### src/rtl/line_arbiter.sv
// line_arbiter: round-robin owner arbiter and sequencer for the 8:1
// one-bit priority mux driving a shared idle-high serial line.
//
// Ports:
//   Clk      - system clock, rising edge
//   Reset_n  - asynchronous active-low reset
//   req      - per-requester request, held high while the line is wanted
//   grant    - one-hot current owner, 0 when the line is unowned
//   select   - mux select, index of the current owner
//   inactive - forces the line high, 1 whenever grant is 0
//   timeout  - one-cycle pulse after a hold-limit release
module line_arbiter #(
    parameter int MAX_HOLD     = 256,
    parameter int GUARD_CYCLES = 2
) (
    input  logic       Clk,
    input  logic       Reset_n,
    input  logic [7:0] req,
    output logic [7:0] grant,
    output logic [2:0] select,
    output logic       inactive,
    output logic       timeout
);

    localparam int HW = (MAX_HOLD > 1) ? $clog2(MAX_HOLD) : 1;
    localparam logic [HW-1:0] HOLD_LAST = HW'(MAX_HOLD - 1);
    localparam logic [7:0] GUARD_LAST = 8'(GUARD_CYCLES - 1);

    localparam logic [1:0] IDLE  = 2'd0;
    localparam logic [1:0] GRANT = 2'd1;
    localparam logic [1:0] GUARD = 2'd2;

    logic [1:0]    state;
    logic [2:0]    last;
    logic [HW-1:0] hold_cnt;
    logic [7:0]    gcnt;

    logic [2:0] win;
    logic [2:0] idx;
    logic       found;

    // Search from last+1 upward; k = 8 lands on last itself, so the
    // previous owner is only chosen when nobody else is asking.
    always_comb begin
        win   = last;
        idx   = last;
        found = 1'b0;
        for (int k = 1; k <= 8; k++) begin
            idx = last + 3'(k);
            if (!found && req[idx]) begin
                win   = idx;
                found = 1'b1;
            end
        end
    end

    always_ff @(posedge Clk or negedge Reset_n) begin
        if (!Reset_n) begin
            state    <= IDLE;
            grant    <= 8'h00;
            select   <= 3'd0;
            inactive <= 1'b1;
            timeout  <= 1'b0;
            last     <= 3'd7;
            hold_cnt <= '0;
            gcnt     <= 8'h00;
        end else begin
            timeout <= 1'b0;
            unique case (state)
                IDLE: begin
                    if (|req) begin
                        state    <= GRANT;
                        grant    <= 8'h01 << win;
                        select   <= win;
                        last     <= win;
                        inactive <= 1'b0;
                        hold_cnt <= '0;
                    end
                end
                GRANT: begin
                    // A dropped request takes precedence over the
                    // hold limit, so a coincident drop never pulses.
                    if (!req[select]) begin
                        state    <= GUARD;
                        grant    <= 8'h00;
                        inactive <= 1'b1;
                        gcnt     <= GUARD_LAST;
                    end else if (hold_cnt == HOLD_LAST) begin
                        state    <= GUARD;
                        grant    <= 8'h00;
                        inactive <= 1'b1;
                        gcnt     <= GUARD_LAST;
                        timeout  <= 1'b1;
                    end else begin
                        hold_cnt <= hold_cnt + HW'(1);
                    end
                end
                GUARD: begin
                    if (gcnt == 8'h00) begin
                        if (|req) begin
                            state    <= GRANT;
                            grant    <= 8'h01 << win;
                            select   <= win;
                            last     <= win;
                            inactive <= 1'b0;
                            hold_cnt <= '0;
                        end else begin
                            state <= IDLE;
                        end
                    end else begin
                        gcnt <= gcnt - 8'h01;
                    end
                end
                default: begin
                    state    <= IDLE;
                    grant    <= 8'h00;
                    inactive <= 1'b1;
                end
            endcase
        end
    end

endmodule

### config.mk
export PLATFORM = sky130hd
export DESIGN_NAME = line_arbiter
export DESIGN_NICKNAME = d
export VERILOG_FILES = /design/src/rtl/line_arbiter.sv
export SDC_FILE = /design/constraint.sdc
export NUM_CORES = 1
export LEC_CHECK = 0
export ABC_AREA = 1
export ABC_CLOCK_PERIOD_IN_PS = 3200
export CAP_MARGIN = 25
export CORE_MARGIN = 4
export CORE_UTILIZATION = 58
export DETAILED_ROUTE_END_ITERATION = 7
export MAX_ROUTING_LAYER = met4
export PLACE_DENSITY = 0.79
export SLEW_MARGIN = 20
export SYNTH_ARGS = -nofsm -noshare
export SYNTH_HDL_FRONTEND = slang
export SYNTH_SLANG_ARGS = --single-unit
### constraint.sdc
create_clock -name Clk -period 3.2 [get_ports Clk]
set_input_delay 0.96 -clock Clk [delete_from_list [all_inputs] [get_ports Clk]]
set_output_delay 0.96 -clock Clk [all_outputs]
set_load 0.05 [all_outputs]
==> results.rst <==
.. list-table::
   :header-rows: 1

   * - Metric
     - Value
   * - Final-stage net count
     - 388
   * - Most used flip-flop cell after synthesis
     - dfrtp_1
   * - Initial antenna violation count
     - 0
   * - Share of layout cells above drive strength 1
     - 0.163
   * - Number of routed nets with antenna violations
     - 0
   * - # diodes
     - 0
   * - Number of detailed-route iterations in the first pass
     - 4
   * - Vias in the first global route
     - 2,218
   * - Share of the synthesized area in the top cell type
     - 0.309
   * - Syn-to-layout area delta
     - 17.4%
   * - Slew @ Worst Pin
     - 516 ps
   * - Post-layout min period
     - 2840 ps
   * - Initial Util
     - 0.604
   * - Final Hold Fails
     - 0
   * - Via count of the routed design
     - 2,300
   * - Unrepaired setup endpoints after global routing
     - no
   * - Setup TNS
     - 0 ps
   * - Maximum achievable frequency
     - 352 MHz
   * - Total routing resource utilization after global routing
     - 0.239
   * - Total CTS buffers
     - 5
   * - Routed wirelength normalized by instance count
     - 12.9 um
   * - Cell types with the largest area share after synthesis
     - dfrtp_1, nand2_1, nand3_1
   * - Headroom to the max-slew limit
     - 0.655
   * - Top-count cell post-synth
     - nand2_1
   * - Full die area
     - between 5000 and 6000 um2
   * - Worst Setup Path Type
     - register to register
   * - Post-DR vias/cell
     - 5.41
   * - Maximum number of pins on one net before global-route repair
     - 35
   * - Combined area of all synthesized cells
     - 2430 um2
   * - Total placed cells including tap cells
     - 417
   * - Number of synthesized register bits
     - 34
   * - Proportion of synthesized flip-flops having asynchronous set or reset
     - 1.00
   * - Root buffer cell
     - clkbuf_8
   * - Setup bufs post-CTS
     - 0
   * - Clock transition at the registers of the reported paths
     - 80 ps
   * - Required time of the critical path
     - between 3000 and 4000 ps
   * - Wirelength, routed
     - 5.48 mm
   * - Startpoint class of the critical path
     - register
   * - Standard-cell row count
     - 23
   * - Global placer's final weighted congestion
     - 0.981
   * - Remaining Overflow, GRT
     - 0
   * - Number of synthesis warnings
     - 0
   * - CTS tree
     - done
   * - List of most frequent post-synthesis cells
     - nand2_1, nand3_1, inv_1
   * - Die X-Extent
     - 72.8 um
   * - Iter 0 DRT Violations
     - 162
   * - Final setup violation count
     - 0
   * - Hold slack final
     - 464 ps
   * - HPWL after DPL
     - about 4 mm
   * - Number of nets in the synthesized netlist
     - 359
   * - Netlist cell types
     - 33
   * - Final design utilization
     - 0.709
   * - Core area
     - around 4000 um2
   * - Worst-skew pair later-pin latency
     - 290 ps
   * - Crit. End Element
     - register
   * - Min-Delay Path Class
     - register to register
   * - Critical Path Fanout Max
     - 13
   * - Data arrival time of the critical path
     - 3070 ps
   * - Status
     - completed
   * - Quantity of hold-fixing buffers added after cts
     - 0
   * - Post-cts sizing count
     - 0
   * - Cell Count, Final, Fillers Out
     - 425
   * - Number of ports placed on the die boundary
     - 23
   * - Count of mapped cells out of synthesis
     - 345
   * - Number of pins with negative max-slew slack in the final report
     - 0
   * - Sequential share of the synthesized area
     - 0.352
   * - Buffers added on ports
     - 22
   * - Sinks on the clock net
     - 34
   * - Final routed DRC violation total
     - 0
   * - Area leader, netlist
     - dfrtp_1
   * - Maximum root-to-sink buffer count
     - 2
   * - Number of enable flip-flop cells after synthesis
     - 0
   * - Max cap viols
     - 0
   * - Overall die height
     - 72.8 um
   * - Tcrit/Tclk final
     - 0.887
   * - Final clock skew
     - 11.1 ps
   * - Average instance area after synthesis
     - 7.05 um2
   * - Number of levels in the clock H-tree
     - 2
   * - Global-route wire length before repair
     - about 9.7 mm
==> cell type report <==
| type | instances | area, um2 |
|---|---|---|
| Sequential cell | 34 | 856 |
| Multi-Input combinational cell | 265 | 1380 |
| Clock buffer | 5 | 68.8 |
| Clock inverter | 3 | 68.8 |
| Fill cell | 348 | 1170 |
| Inverter | 40 | 150 |
| Tap cell | 50 | 62.6 |
| Timing Repair Buffer | 28 | 265 |
==> critical path: stages, from the launching register on <==
cell and delay (ps):
dfstp_2 710, inv_2 60, ha_1 430, inv_2 180, nand3_1 150, nand3_2 120, nand2_2 100, nor2_4 210
nand4_4 130, nor2_2 130, nor2_1 60, nand2_2 60, nand2_2 80, a21oi_2 200, nand2_1 80, nand2_1 70
==> final timing paths <==
check	startpoint	end	slack, ps	cells after the start
worst max-delay path	last[0]	grant[7]	360	15
worst min-delay path	hold_cnt[7]	hold_cnt[7]	460	1
worst max register to register	last[0]	grant[7]	360	15
worst min register to register	hold_cnt[7]	hold_cnt[7]	460	1
max in group asynchronous	Reset_n	inactive	1790	2
min in group asynchronous	Reset_n	gcnt[5]	1080	2
==> placed cells by master, fill, tap and decap left out, drive strengths merged <==
master / n
o22ai: 1
a21oi: 15
inv: 40
nand4: 8
dfrtp: 30
clkinv: 1
bufinv: 2
o21ai: 23
nor3: 4
o211ai: 3
nand3: 48
ha: 4
o21bai: 2
nor2: 31
buf: 6
xor2: 4
clkbuf: 5
xnor2: 1
nand2: 120
dfstp: 4
clkdlybuf4s50: 22
nor4: 1
==> per-stage QoR <==
| stage | worst slack, ps | instance area [um2] |
|---|---|---|
| 6_report | 362 | 2860 |
| 2_1_floorplan | 772 | 2430 |
| 5_1_grt | 113 | 2860 |
| 3_3_place_gp | 209 | 2720 |
| 4_1_cts | 381 | 2860 |
| 3_5_place_dp | 179 | 2720 |
==> registers in the layout, indices dropped and copies added, names as in the netlist <==
name,count
gcnt,8
grant,8
hold_cnt,8
inactive,1
last,3
select,3
state,2
timeout,1
==> routing by layer <==
metal | global-route usage | wire, um
met1 | 0.284 | 2370
met4 | 0.0861 | 144
met2 | 0.399 | 2780
met5 | - | 0
met3 | 0.0496 | 175
==> cell families (layout without fill, tap and decap cells) <==
logic type,Yosys count,count (layout),share of synthesized area
AOI/OAI and AO/OA,44,44,0.0993
adders and majority gates,4,4,0.0206
and+or+nand+nor,212,212,0.423
DFF,34,34,0.352
buffers and inverters,46,76,0.0792
xor gates and xnor gates,5,5,0.0257
Power is not shown: default switching activity piles up to over one toggle a cycle in this logic, so the estimate is an artifact.
